**config.mk**
```make
export PLATFORM = sky130hd
export DESIGN_NAME = matmul_sched_flat
export DESIGN_NICKNAME = d
export VERILOG_FILES = /design/src/rtl/matmul_pkg.sv /design/src/rtl/matmul_sched_if.sv /design/src/rtl/matmul_rr_arb.sv /design/src/rtl/matmul_sched.sv /design/src/flat_wrapper.sv
export SDC_FILE = /design/constraint.sdc
export NUM_CORES = 1
export LEC_CHECK = 0
export ABC_AREA = 0
export BUFFER_PORTS_ARGS = -buffer_cell sky130_fd_sc_hd__buf_2
export CAP_MARGIN = 10
export CORE_AREA = 3 3 256 258
export CTS_BUF_LIST = sky130_fd_sc_hd__clkbuf_16
export DETAILED_ROUTE_END_ITERATION = 6
export DIE_AREA = 0 0 259 261
export PLACE_DENSITY = 0.39
export SYNTH_ARGS = -nofsm -noshare
export SYNTH_HDL_FRONTEND = slang
export SYNTH_SLANG_ARGS = --single-unit
```
**constraint.sdc**
```tcl
create_clock -name clk -period 4.4 [get_ports clk]
set_clock_uncertainty 0.1 [all_clocks]
set_input_delay 1.32 -clock clk [delete_from_list [all_inputs] [get_ports clk]]
set_output_delay 1.32 -clock clk [all_outputs]
set_load 0.03 [all_outputs]
```
**src/rtl/matmul_pkg.sv**
```systemverilog
// Shared types and constants for the matmul scheduler slice: matrix element
// containers, FSM state encoding and the requester-ID width.
package matmul_pkg;

  localparam int MM_DATA_W = 16;
  localparam int MM_ACC_W  = 32;
  localparam int MM_N_REQ  = 2;
  localparam int ID_W      = (MM_N_REQ > 1) ? $clog2(MM_N_REQ) : 1;

  // Elements are two's complement; index as m[row][col].
  typedef logic signed [1:0][1:0][MM_DATA_W-1:0] mat_in_t;
  typedef logic signed [1:0][1:0][MM_ACC_W-1:0]  mat_acc_t;

  typedef enum logic [1:0] {
    ST_IDLE  = 2'd0,
    ST_ISSUE = 2'd1,
    ST_WAIT  = 2'd2,
    ST_RESP  = 2'd3
  } sched_state_e;

endpackage

```
**src/rtl/matmul_sched_if.sv**
```systemverilog
// Bundle of the scheduler's request, response and core-side signals.
// The slave modport is the scheduler; the master modport is its environment.
interface matmul_sched_if #(
  parameter int N_REQ  = matmul_pkg::MM_N_REQ,
  parameter int DATA_W = matmul_pkg::MM_DATA_W,
  parameter int ACC_W  = matmul_pkg::MM_ACC_W,
  parameter int ID_W   = matmul_pkg::ID_W
);

  logic [N_REQ-1:0]                          req_valid;
  logic [N_REQ-1:0]                          req_ready;
  logic [N_REQ-1:0][1:0][1:0][DATA_W-1:0]    req_A;
  logic [N_REQ-1:0][1:0][1:0][DATA_W-1:0]    req_B;
  logic                                      rsp_valid;
  logic                                      rsp_ready;
  logic [ID_W-1:0]                           rsp_id;
  logic [1:0][1:0][ACC_W-1:0]                rsp_C;
  logic                                      rsp_err;
  logic                                      core_start;
  logic [1:0][1:0][DATA_W-1:0]               core_A;
  logic [1:0][1:0][DATA_W-1:0]               core_B;
  logic [1:0][1:0][ACC_W-1:0]                core_C;
  logic                                      core_done;

  modport slave (
    input  req_valid, req_A, req_B, rsp_ready, core_C, core_done,
    output req_ready, rsp_valid, rsp_id, rsp_C, rsp_err, core_start, core_A, core_B
  );

  modport master (
    output req_valid, req_A, req_B, rsp_ready, core_C, core_done,
    input  req_ready, rsp_valid, rsp_id, rsp_C, rsp_err, core_start, core_A, core_B
  );

endinterface

```
**src/rtl/matmul_rr_arb.sv**
```systemverilog
// Combinational round-robin arbiter: searches from last_grant+1 (mod N_REQ)
// and returns a one-hot grant plus its index.
module matmul_rr_arb
  import matmul_pkg::*;
#(
  parameter int N_REQ = 2,
  parameter int IDX_W = 1
) (
  input  logic [N_REQ-1:0] req,
  input  logic [IDX_W-1:0] last_grant,
  output logic [N_REQ-1:0] gnt,
  output logic [IDX_W-1:0] gnt_idx,
  output logic             gnt_any
);

  // One spare bit so last_grant + offset cannot overflow before the wrap.
  localparam int CW = IDX_W + 1;

  logic [CW-1:0] cand_s;
  logic          hit_s;

  // First valid requester after the previous winner, in rotating order.
  always_comb begin
    gnt     = '0;
    gnt_idx = '0;
    gnt_any = 1'b0;
    cand_s  = '0;
    hit_s   = 1'b0;
    for (int k = 1; k <= N_REQ; k++) begin
      cand_s  = {1'b0, last_grant} + CW'(k);
      cand_s  = (cand_s >= CW'(N_REQ)) ? (cand_s - CW'(N_REQ)) : cand_s;
      hit_s   = !gnt_any && req[cand_s[IDX_W-1:0]];
      gnt_idx = hit_s ? cand_s[IDX_W-1:0] : gnt_idx;
      gnt_any = gnt_any | hit_s;
    end
    gnt[gnt_idx] = gnt_any;
  end

endmodule

```
**src/rtl/matmul_sched.sv**
```systemverilog
// Round-robin job scheduler in front of a shared 2x2 matmul core.
// Optional core timeout: define MATMUL_SCHED_TIMEOUT_EN.
module matmul_sched
  import matmul_pkg::*;
#(
  parameter int DATA_W    = 16,
  parameter int ACC_W     = 32,
  parameter int N_REQ     = 2,
  parameter int TO_CYCLES = 64
) (
  input  logic          clk,
  input  logic          rst_n,
  matmul_sched_if.slave bus
);

  localparam int IDX_W = (N_REQ > 1) ? $clog2(N_REQ) : 1;

  localparam logic [1:0] IDLE  = ST_IDLE;
  localparam logic [1:0] ISSUE = ST_ISSUE;
  localparam logic [1:0] WAIT  = ST_WAIT;
  localparam logic [1:0] RESP  = ST_RESP;

  logic [1:0]                  state_r;
  logic [IDX_W-1:0]            last_grant_r;
  logic [IDX_W-1:0]            rsp_id_r;
  logic [1:0][1:0][DATA_W-1:0] core_a_r;
  logic [1:0][1:0][DATA_W-1:0] core_b_r;
  logic [1:0][1:0][ACC_W-1:0]  rsp_c_r;
  logic                        rsp_valid_r;
  logic                        rsp_err_r;
  logic                        core_start_r;
  logic [N_REQ-1:0]            gnt_s;
  logic [IDX_W-1:0]            gnt_idx_s;
  logic                        gnt_any_s;
  logic [N_REQ-1:0]            req_ready_s;
  logic                        accept_s;
  logic                        expire_s;

  matmul_rr_arb #(
    .N_REQ (N_REQ),
    .IDX_W (IDX_W)
  ) u_arb (
    .req        (bus.req_valid),
    .last_grant (last_grant_r),
    .gnt        (gnt_s),
    .gnt_idx    (gnt_idx_s),
    .gnt_any    (gnt_any_s)
  );

  // Ready is only offered in IDLE, and never while reset is being applied.
  always_comb begin
    if (rst_n && (state_r == IDLE)) begin
      req_ready_s = gnt_s;
    end else begin
      req_ready_s = '0;
    end
  end

  assign accept_s = |req_ready_s;

`ifdef MATMUL_SCHED_TIMEOUT_EN
  localparam int TO_W = $clog2(TO_CYCLES) + 1;
  logic [TO_W-1:0] to_cnt_r;

  // Cycles spent in WAIT; held at zero elsewhere so each WAIT entry starts fresh.
  always_ff @(posedge clk) begin
    if (!rst_n) begin
      to_cnt_r <= '0;
    end else if (state_r == WAIT) begin
      to_cnt_r <= to_cnt_r + TO_W'(1);
    end else begin
      to_cnt_r <= '0;
    end
  end

  assign expire_s = (state_r == WAIT) && (to_cnt_r == TO_W'(TO_CYCLES - 1));
`else
  logic [31:0] to_unused_s;
  assign to_unused_s = 32'(TO_CYCLES);
  assign expire_s    = 1'b0;
`endif

  // Job FSM: latch winner, pulse start, capture result, hold response.
  always_ff @(posedge clk) begin
    if (!rst_n) begin
      state_r      <= IDLE;
      last_grant_r <= IDX_W'(N_REQ - 1);
      rsp_id_r     <= '0;
      core_a_r     <= '0;
      core_b_r     <= '0;
      rsp_c_r      <= '0;
      rsp_valid_r  <= 1'b0;
      rsp_err_r    <= 1'b0;
      core_start_r <= 1'b0;
    end else begin
      core_start_r <= 1'b0;
      case (state_r)
        IDLE: begin
          if (accept_s) begin
            core_a_r     <= bus.req_A[gnt_idx_s];
            core_b_r     <= bus.req_B[gnt_idx_s];
            rsp_id_r     <= gnt_idx_s;
            last_grant_r <= gnt_idx_s;
            core_start_r <= 1'b1;
            state_r      <= ISSUE;
          end
        end
        ISSUE: state_r <= WAIT;
        WAIT: begin
          // A done arriving on the expiry cycle still counts as a normal result.
          if (bus.core_done) begin
            rsp_c_r     <= bus.core_C;
            rsp_err_r   <= 1'b0;
            rsp_valid_r <= 1'b1;
            state_r     <= RESP;
          end else if (expire_s) begin
            rsp_c_r     <= '0;
            rsp_err_r   <= 1'b1;
            rsp_valid_r <= 1'b1;
            state_r     <= RESP;
          end
        end
        RESP: begin
          if (bus.rsp_ready) begin
            rsp_valid_r <= 1'b0;
            state_r     <= IDLE;
          end
        end
        default: begin
          rsp_valid_r <= 1'b0;
          state_r     <= IDLE;
        end
      endcase
    end
  end

  assign bus.req_ready  = req_ready_s;
  assign bus.rsp_valid  = rsp_valid_r;
  assign bus.rsp_id     = rsp_id_r;
  assign bus.rsp_C      = rsp_c_r;
  assign bus.rsp_err    = rsp_err_r;
  assign bus.core_start = core_start_r;
  assign bus.core_A     = core_a_r;
  assign bus.core_B     = core_b_r;

endmodule

```
**src/flat_wrapper.sv**
```systemverilog
// flat-port wrapper written by rule: the top's interface ports become plain ports
module matmul_sched_flat import matmul_pkg::*;
#(
  parameter int DATA_W    = 16,
  parameter int ACC_W     = 32,
  parameter int N_REQ     = 2,
  parameter int TO_CYCLES = 64
)
  (clk, rst_n, bus_req_valid, bus_req_A, bus_req_B, bus_rsp_ready, bus_core_C, bus_core_done, bus_req_ready, bus_rsp_valid, bus_rsp_id, bus_rsp_C, bus_rsp_err, bus_core_start, bus_core_A, bus_core_B);
  matmul_sched_if #(.N_REQ(N_REQ), .DATA_W(DATA_W), .ACC_W(ACC_W), .ID_W(1)) bus_i ();
  input  logic clk;
  input  logic rst_n;
  input wire logic [$bits(bus_i.req_valid)-1:0] bus_req_valid;
  input wire logic [$bits(bus_i.req_A)-1:0] bus_req_A;
  input wire logic [$bits(bus_i.req_B)-1:0] bus_req_B;
  input wire logic [$bits(bus_i.rsp_ready)-1:0] bus_rsp_ready;
  input wire logic [$bits(bus_i.core_C)-1:0] bus_core_C;
  input wire logic [$bits(bus_i.core_done)-1:0] bus_core_done;
  output wire logic [$bits(bus_i.req_ready)-1:0] bus_req_ready;
  output wire logic [$bits(bus_i.rsp_valid)-1:0] bus_rsp_valid;
  output wire logic [$bits(bus_i.rsp_id)-1:0] bus_rsp_id;
  output wire logic [$bits(bus_i.rsp_C)-1:0] bus_rsp_C;
  output wire logic [$bits(bus_i.rsp_err)-1:0] bus_rsp_err;
  output wire logic [$bits(bus_i.core_start)-1:0] bus_core_start;
  output wire logic [$bits(bus_i.core_A)-1:0] bus_core_A;
  output wire logic [$bits(bus_i.core_B)-1:0] bus_core_B;
  assign bus_i.req_valid = bus_req_valid;
  assign bus_i.req_A = bus_req_A;
  assign bus_i.req_B = bus_req_B;
  assign bus_i.rsp_ready = bus_rsp_ready;
  assign bus_i.core_C = bus_core_C;
  assign bus_i.core_done = bus_core_done;
  assign bus_req_ready = bus_i.req_ready;
  assign bus_rsp_valid = bus_i.rsp_valid;
  assign bus_rsp_id = bus_i.rsp_id;
  assign bus_rsp_C = bus_i.rsp_C;
  assign bus_rsp_err = bus_i.rsp_err;
  assign bus_core_start = bus_i.core_start;
  assign bus_core_A = bus_i.core_A;
  assign bus_core_B = bus_i.core_B;
  matmul_sched #(.DATA_W(DATA_W), .ACC_W(ACC_W), .N_REQ(N_REQ), .TO_CYCLES(TO_CYCLES)) u_core (.clk(clk), .rst_n(rst_n), .bus(bus_i));
endmodule
```
==> metrics, run 1 <==
count of endpoints failing setup in the final report 0; Total Power Consumption 8.01 mW; final period demand of the worst path 3.71 ns; wire length after detailed routing 42100 um; First-pass DRT Iterations 5; residual DRC count 0; CTS root buffer clkbuf_16; final hold vios 0; maximum root-to-sink buffer count 3; Yosys warnings 0; crit-path leading delay family buffers and inverters; met1 layer wirelength in the final routing 16700 um; synthesized net count 1557; GP Congestion 0.847; number of placement rows 92; highest clock frequency the design can meet 270 MHz; result of the run finished, final reports clean; total number of H-tree levels 1; Final Worst Setup Slack 0.692 ns; transition time at the pin with the least slew margin 0.932 ns; Most common cell on crit path buf_2; library cell occupying the most area in the post-synthesis netlist dfxtp_1; worst flop-to-flop path startpoint u_core.state_r[1]$_SDFFE_PN0P_; post-detail-place hpwl 32200 um; sink count of the clock tree 262; Max Cap Violations 0; number of buffers inserted to repair setup after CTS 0; DIE WIDTH 259 um; ratio of routed vias to standard cells 3.85; count of buffers inserted at the top-level ports 650; critical register-to-register path endpoint u_core.bus.core_B[50]$_SDFFE_PN0P_; worst path buffer plus inverter count 2; share of Yosys cell area claimed by the top area cell type 50.0%; post-route fraction of the period consumed by the critical path 84.3%; cells after synthesis 1163; Vert. Die Dim 261 um; reg-to-reg slack, setup 1.68 ns; Met2 Routed Length 20700 um; Power Density 523 nW/um2; final net count 2148; insertion delay of the later-clocked pin in the worst-skew pair 0.56 ns; via count of the first global-routing pass 10200; number of cells on the worst hold path 2; metal3 WL 3450 um; highest routed layer met5; CTS tree yes; first-pass GRT wire length 60600 um; Syn Std Cell Area 10500 um2; number of fill cells 7025; Clk pin slew, worst setup/hold paths 0.06 ns; IO Pins 652; number of enable flip-flop cells after synthesis 0; source of the worst hold timing path u_core.bus.core_B[20]$_SDFFE_PN0P_; number of register bits inferred by synthesis 262; peak ir drop on the vdd network 0.000292 V; maximum number of pins on one net before global-route repair 215; part of the Yosys area used for sequential elements 50.0%; Final ANT Viol Nets 0; number of buffers created by CTS 31; average footprint of a synthesized cell 9.03 um2; Worst slew margin 37.9%; crit path max fanout 5; arrival time worst endpoint 2.29 ns; count of distinct cell types in the synthesized netlist 28; all-layer global routing usage 11.4%; stage delay of the slowest cell on the critical path 0.30 ns; CP Launch Type input port; number of DRC markers in iteration 0 369; endpoint kind of the worst setup timing path output port; pre-CTS worst setup slack 0.641 ns; top flip-flop cell by instance count after synthesis dfxtp_1; core region area 63200 um2; total number of vias 10100; path class of the lowest-slack min-delay path reg -> reg; Fin Setup TNS 0 ns; fraction of layout instances using a drive strength above 1 39.4%; Initial Util 16.6%; post-CTS sizing 0; Worst path slowest cell and3_1; leakage power of the design 6.93 nW; setup repair after global routing missed its margin no; top-count cell post-synth dfxtp_1; r2r worst-path depth 7; endpoint of the worst hold path u_core.bus.core_B[20]$_SDFFE_PN0P_; number of hold buffers added after CTS 0; type of the setup path with the least slack in -> out; share of flip-flops with an asynchronous set or reset 0%; most numerous cell types in the synthesized netlist dfxtp_1 (262), nand2_1 (259), a21boi_0 (129), mux2i_1 (129), nand3_1 (128); detailed-route wire length per cell 16.1 um; count of final max-slew check failures 0; area growth from synthesis to final layout 46.1%; dominant cells by area after synthesis dfxtp_1 (50%), mux2i_1 (12%), nand2_1 (9.3%); leftover overflow at the end of global routing 0; Crit path required time 2.98 ns; ordered cell list for the critical path buf_2 > a21boi_4 > and3_1 > buf_2; Die ar. 67600 um2; antenna violations before repair 4
cell usage in the layout (no fill, tap or decap), types with 2 or more instances in the layout:
cell type,netlist,routed
nand3_1,128,128
inv_1,4,9
buf_4,7,4
clkbuf_16,0,31
nand2_1,259,258
nor2_1,2,2
a21oi_1,2,2
and3_1,2,2
buf_2,33,649
a21boi_0,129,129
dfxtp_1,262,262
o21ai_1,88,88
clkinv_1,0,14
diode_2,0,2
clkinv_2,0,3
ha_1,4,4
nor2b_1,2,2
buf_12,0,5
o21ai_0,41,41
mux2i_1,129,129
layer usage:
layer	vias to the layer above	global-route usage [%]
met5	-	0
met4	4	3.34
met3	56	3.42
met2	410	20.3
met1	4481	13.3
li1	5144	-
logic make-up (layout without fill, tap and decap cells):
family                   after synthesis  in the layout  synth area share, %
adder cells (fa/ha/maj)                4              4                0.477
AO/OA/AOI/OAI                        267            267                 16.2
multiplexers                         129            129                 12.3
flip-flops                           262            262                 50.0
AND/OR/NAND/NOR                      395            395                 15.8
other                                  1              3               0.0357
buffers and inverters                105            717                 5.19
worst reg2reg max path: cells and delay by family, from the launching register on:
kind	cells	cell delay [ns]
and+or+nand+nor	1	0.41
AOI/OAI and AO/OA	2	0.30
DFF	1	0.38
buffers and inverters	3	1.12
adders and majority gates	1	0.34
worst max-delay path by stage:
stage                                              start          endpoint  slack, ns  depth (start not counted)
final                                   bus_req_valid[1]  bus_req_ready[1]       0.69                          4
after detailed placement                bus_req_valid[1]  bus_req_ready[1]       0.64                          4
after floorplan                         bus_req_valid[1]  bus_req_ready[0]       0.70                          5
after global routing      u_core.state_r[0]$_SDFFE_PN0P_  bus_req_ready[0]       0.53                          5
after global placement                  bus_req_valid[1]  bus_req_ready[1]       0.66                          4
after CTS                 u_core.state_r[0]$_SDFFE_PN0P_  bus_req_ready[0]       0.58                          5
registers in the layout, indices dropped and copies added (netlist names):
name and cells:
u_core.bus.core_B 64, u_core.bus.rsp_C 128, u_core.bus.rsp_id 1, u_core.state_r 2, u_core.bus.core_A 64, u_core.last_grant_r 1, u_core.bus.rsp_valid 1, u_core.bus.core_start 1
power breakdown:
part	leakage [nW]	switching, mW	total [mW]	internal, mW
clock network	0.456	1.02	2.33	1.31
logic	4.33	1.87	2.67	0.792
registers	2.14	0.209	3.02	2.81
total	6.93	3.10	8.01	4.92
area by class of cell:
class	count	area (um2)	share of cell area [%]
sequential	262	5250	34.2
multi-input combinational	796	4730	30.8
timing repair buffer	659	3390	22.1
tap	846	1060	6.90
clock buffer	31	776	5.06
clock inverter	23	116	0.759
inverter	4	15.0	0.0979
antenna	2	5.00	0.0326
per-stage QoR:
stage	hold WS, ns	cell area (um2)	utilization (%)	cells
floorplan	0.368	10500	-	1163
global placement	0.346	14400	22.8	2567
detailed placement	0.352	14400	22.8	2567
CTS	0.360	15300	24.3	2621
global route	0.376	15300	24.3	2623
finish	0.354	15300	24.3	2623
No activity file was read; power rests on OpenSTA's default activity.
==> run 2, diff against run 1 <==
Clock period 4.4 ns to 3.5 ns, I/O delays scaled along.
==> run 2 against run 1 <==
Effect of this change: routed wire length is 1.2% higher; total power is 30% higher; non-clock buffer count is 3 higher; worst hold slack better by 0.0012 ns; flip-flop and latch count stayed put; sequential power is 26% higher; register-to-register slack worse by 0.61 ns; critical path type unchanged; largest power group unchanged; highest routed layer unchanged.
==> metrics, run 2 (synthesis gave the netlist of run 1 again) <==
result of the run finished, final reports clean; maximum number of pins on one net before global-route repair 171; worst flop-to-flop path startpoint u_core.state_r[0]$_SDFFE_PN0P_; Final ANT Viol Nets 0; endpoint of the worst hold path u_core.bus.core_B[33]$_SDFFE_PN0P_; ratio of routed vias to standard cells 3.87; residual DRC count 0; Crit path required time 2.35 ns; post-route fraction of the period consumed by the critical path 90.2%; Power Density 672 nW/um2; final period demand of the worst path 3.16 ns; transition time at the pin with the least slew margin 0.912 ns; post-detail-place hpwl 32500 um; leftover overflow at the end of global routing 0; Inserted Diodes 0; highest clock frequency the design can meet 317 MHz; wire length after detailed routing 42600 um; r2r worst-path depth 7; final standard cell area without fillers 15500 um2; final hold vios 0; Die ar. 67600 um2; DIE WIDTH 259 um; path class of the lowest-slack min-delay path reg -> reg; critical register-to-register path endpoint u_core.bus.core_A[33]$_SDFFE_PN0P_; number of fill cells 6989; IO Pins 652; arrival time worst endpoint 2.01 ns; Worst slew margin 39.2%; via count of the first global-routing pass 10200; maximum root-to-sink buffer count 3; total number of vias 10200; antenna violations before repair 3; number of DRC markers in iteration 0 382; detailed-route wire length per cell 16.2 um; area growth from synthesis to final layout 47.4%; most common cell after layout, fill and taps aside buf_2; number of cells on the worst hold path 2; core region area 63200 um2; flip-flop count of the largest register after layout 128; GP Congestion 0.865; source of the worst hold timing path u_core.bus.core_B[33]$_SDFFE_PN0P_; endpoint kind of the worst setup timing path output port; reg-to-reg slack, setup 1.07 ns; worst hold slack after final layout 0.355 ns; CP Launch Type input port; number of buffers created by CTS 31; total number of H-tree levels 1; Initial Util 16.6%; First-pass DRT Iterations 4; multi-input combinational cell area 4740 um2; Vert. Die Dim 261 um; peak ir drop on the vdd network 0.000312 V; first-pass GRT wire length 61300 um; type of the setup path with the least slack in -> out; setup repair after global routing missed its margin no; number of placement rows 92; Max Cap Violations 0; number of buffers inserted to repair setup after CTS 0; all-layer global routing usage 11.6%; insertion delay of the later-clocked pin in the worst-skew pair 0.57 ns; CTS tree yes; final net count 2151; CTS root buffer clkbuf_16; placement-stage cell area 14500 um2; crit path max fanout 4; number of hold buffers added after CTS 0; leakage power of the design 7.00 nW; count of final max-slew check failures 0; count of endpoints failing setup in the final report 0; Clk pin slew, worst setup/hold paths 0.05 ns; sink count of the clock tree 262; fraction of layout instances using a drive strength above 1 39.9%; commonest cells after routing, fill and taps aside buf_2 (649), dfxtp_1 (262), nand2_1 (258), a21boi_0 (129), mux2i_1 (129); count of buffers inserted at the top-level ports 650; area taken by flip-flops and latches 5250 um2
## run 2: cell types whose count changed in the layout (fill, tap and decap cells not counted), moves of 2 or more
cell | before | now
clkinv_2 | 3 | 6
clkinv_1 | 14 | 7
bufinv_16 | 1 | 4
buf_4 | 4 | 6
inv_1 | 9 | 11
diode_2 | 2 | 0
## run 2: per-layer routing
layer / GRT usage, % / vias up / share of wire (%)
met4: 3.45 / 4 / 2.0
met5: 0 / - / 0.094
met1: 13.6 / 4569 / 40
met3: 3.45 / 50 / 8.1
met2: 20.5 / 394 / 50
li1: - / 5147 / -
## run 2: repair_timing
action	CTS	global route
resized for setup	2	1
cloned	0	0
endpoints found under the setup margin	1	1
## run 2: layout make-up
type | instances | share of cell area (%)
sequential | 262 | 33.9
multi-input combinational | 796 | 30.6
timing repair buffer | 662 | 22.1
tap | 846 | 6.84
clock buffer | 31 | 5.02
clock inverter | 25 | 1.36
inverter | 4 | 0.0971
## run 2: metrics by stage
step	power, mW	utilization, %	setup slack (ns)	setup TNS (ns)	instances
4_1_cts	10.6	24.5	0.0218	0	2626
3_5_place_dp	7.32	22.9	0.00657	0	2570
5_1_grt	11.0	24.5	0.189	0	2626
3_3_place_gp	7.28	22.9	-0.0212	-0.0212	2570
6_report	10.4	24.5	0.342	0	2626
2_1_floorplan	6.08	-	0.345	0	1163
## run 2: worst max-delay path by stage
stage                                   startpoint               end  cells past startpoint
global placement                  bus_req_valid[1]  bus_req_ready[0]                      4
global route        u_core.state_r[0]$_SDFFE_PN0P_  bus_req_ready[0]                      5
floorplan                         bus_req_valid[1]  bus_req_ready[0]                      5
CTS                 u_core.state_r[0]$_SDFFE_PN0P_  bus_req_ready[0]                      5
detailed placement                bus_req_valid[1]  bus_req_ready[0]                      4
finish                            bus_req_valid[1]  bus_req_ready[1]                      4
## run 2: worst max-delay path, stage by stage
cell      delay, ns
buf_2          0.15
a21boi_4       0.28
and3_1         0.28
buf_2          0.24
## run 2: power breakdown
group / leakage (nW) / internal (mW) / total (mW) / switching, mW
Sequential: 2.14 / 3.53 / 3.81 / 0.275
Combinational: 4.35 / 1.02 / 3.39 / 2.37
Clock: 0.510 / 1.88 / 3.19 / 1.31
Total: 7.00 / 6.43 / 10.4 / 3.96
==> run 3, diff against run 2 <==
==> constraint.sdc (replaced) <==
create_clock -name clk -period 3.5 [get_ports clk]
set_clock_uncertainty 0.1 [all_clocks]
set_input_delay 0.7 -clock clk [delete_from_list [all_inputs] [get_ports clk]]
set_output_delay 0.7 -clock clk [all_outputs]
set_load 0.03 [all_outputs]
==> run 3 against run 2 <==
Effect of this change: flip-flop and latch count unchanged; global-route usage increased by 0.43 points; sequential share of layout area decreased by 0.31 points; worst hold slack got worse by 0.030 ns; combinational power about the same; design area increased by 0.92%; register-to-register slack improved by 0.19 ns.
==> metrics, run 3 (synthesis gave the netlist of run 1 again) <==
multi-input combinational cell area 4730 um2; result of the run finished, final reports clean; stage delay of the slowest cell on the critical path 0.44 ns; number of DRC markers in iteration 0 374; Final ANT Viol Nets 0; post-route fraction of the period consumed by the critical path 89.1%; count of buffers inserted at the top-level ports 650; type of the setup path with the least slack reg -> out; final net count 2166; number of buffers created by CTS 35; via count of the first global-routing pass 10500; leakage power of the design 7.09 nW; number of standard cells in the layout, taps in and fillers out 2644; wire length after detailed routing 43800 um; CTS tree yes; Power Density 673 nW/um2; post-CTS sizing 0; commonest cells after routing, fill and taps aside buf_2 (649), dfxtp_1 (262), nand2_1 (258), a21boi_0 (129), mux2i_1 (129); count of endpoints failing setup in the final report 0; total number of H-tree levels 2; worst hold slack after final layout 0.326 ns; source of the worst hold timing path bus_core_C[32]; startpoint of the most critical setup path u_core.state_r[0]$_SDFFE_PN0P_; peak ir drop on the vdd network 0.000277 V; GP Congestion 0.838; ordered cell list for the critical path inv_1 > ha_1 > o211ai_4 > nor2_1 > buf_2; number of fill cells 6982; Worst slew margin 49.4%; CTS root buffer clkbuf_16; number of placement rows 92; First-pass DRT Iterations 4; maximum root-to-sink buffer count 3; area growth from synthesis to final layout 48.7%; transition time at the pin with the least slew margin 0.759 ns; setup repair after global routing missed its margin no; all-layer global routing usage 12.1%; path class of the lowest-slack min-delay path in -> reg; detailed-route wire length per cell 16.6 um; Clk pin slew, worst setup/hold paths 0.06 ns; final hold vios 0; post-detail-place hpwl 33700 um; Vert. Die Dim 261 um; total number of vias 10400; antenna violations before repair 9; sink count of the clock tree 262; fraction of layout instances using a drive strength above 1 40.2%; residual DRC count 0; IO Pins 652; cell total after placement 2581; arrival time worst endpoint 2.32 ns; first-pass GRT wire length 62900 um; area taken by flip-flops and latches 5250 um2; Crit path required time 2.70 ns; final period demand of the worst path 3.12 ns; most common cell after layout, fill and taps aside buf_2; number of hold buffers added after CTS 0; leftover overflow at the end of global routing 0; Max Cap Violations 0; insertion delay of the later-clocked pin in the worst-skew pair 0.53 ns; Fin Setup TNS 0 ns; highest clock frequency the design can meet 321 MHz; Die ar. 67600 um2; crit-path leading delay family adder cells; worst path buffer plus inverter count 2; CP Launch Type register; maximum number of pins on one net before global-route repair 116; core region area 63200 um2; Worst path slowest cell ha_1; number of buffers inserted to repair setup after CTS 0; ratio of routed vias to standard cells 3.92; endpoint kind of the worst setup timing path output port; count of final max-slew check failures 0; crit path max fanout 8; DIE WIDTH 259 um; Initial Util 16.6%; worst flop-to-flop path startpoint u_core.state_r[0]$_SDFFE_PN0P_; flip-flop count of the largest register after layout 128
-- run 3: cell types whose count changed in the layout (fill, tap and decap cells not counted), sizes merged --
cell      previous run  this run
clkinv              13         7
bufinv               4         1
diode                0         8
buf                662       673
clkinvlp             1         0
clkbuf              31        37
inv                 11        14
-- run 3: area by class of cell --
class	instances	share of cell area, %
Sequential cell	262	33.6
Multi-Input combinational cell	796	30.3
Timing Repair Buffer	673	22.5
Tap cell	846	6.78
Clock buffer	37	5.93
Clock inverter	18	0.625
Antenna cell	8	0.128
Inverter	4	0.0962
-- run 3: per-stage QoR --
step           cell area [um2]  setup slack (ns)  utilization, %  total power, mW
3_5_place_dp             14600             0.660            23.0             7.34
2_1_floorplan            10500              1.04               -             6.08
4_1_cts                  15600             0.189            24.7             10.8
5_1_grt                  15600             0.210            24.7             11.1
6_report                 15600             0.382            24.7             10.5
3_3_place_gp             14600             0.630            23.0             7.32
-- run 3: worst reg2reg max path, cell delays in order, from the launching register on --
cell and delay, ns:
dfxtp_1 0.32, inv_1 0.11, ha_1 0.34, and2_4 0.64, buf_4 0.41, nand2_1 0.10, a21boi_0 0.14
-- run 3: worst paths after layout --
check	to	slack, ns	cells after the start
max	bus_req_ready[0]	0.38	5
min reg2reg	u_core.bus.core_B[46]$_SDFFE_PN0P_	0.35	2
min	u_core.bus.rsp_C[32]$_SDFFE_PN0P_	0.33	3
max reg2reg	u_core.bus.rsp_C[4]$_SDFFE_PN0P_	1.26	6
-- run 3: metal layers --
metal,up-vias,wire length [um],GRT usage [%],part of all wire [%]
met5,-,21,0,0.048
met4,4,1530,5.10,3.5
met3,76,3920,4.29,9.0
met2,437,21400,21.1,49
met1,4632,16900,13.2,39
li1,5203,-,-,-
-- run 3: report_power, final --
part	switching (mW)	internal, mW	leakage, nW
clock	1.34	1.95	0.541
combinational	2.37	1.04	4.41
sequential	0.276	3.54	2.14
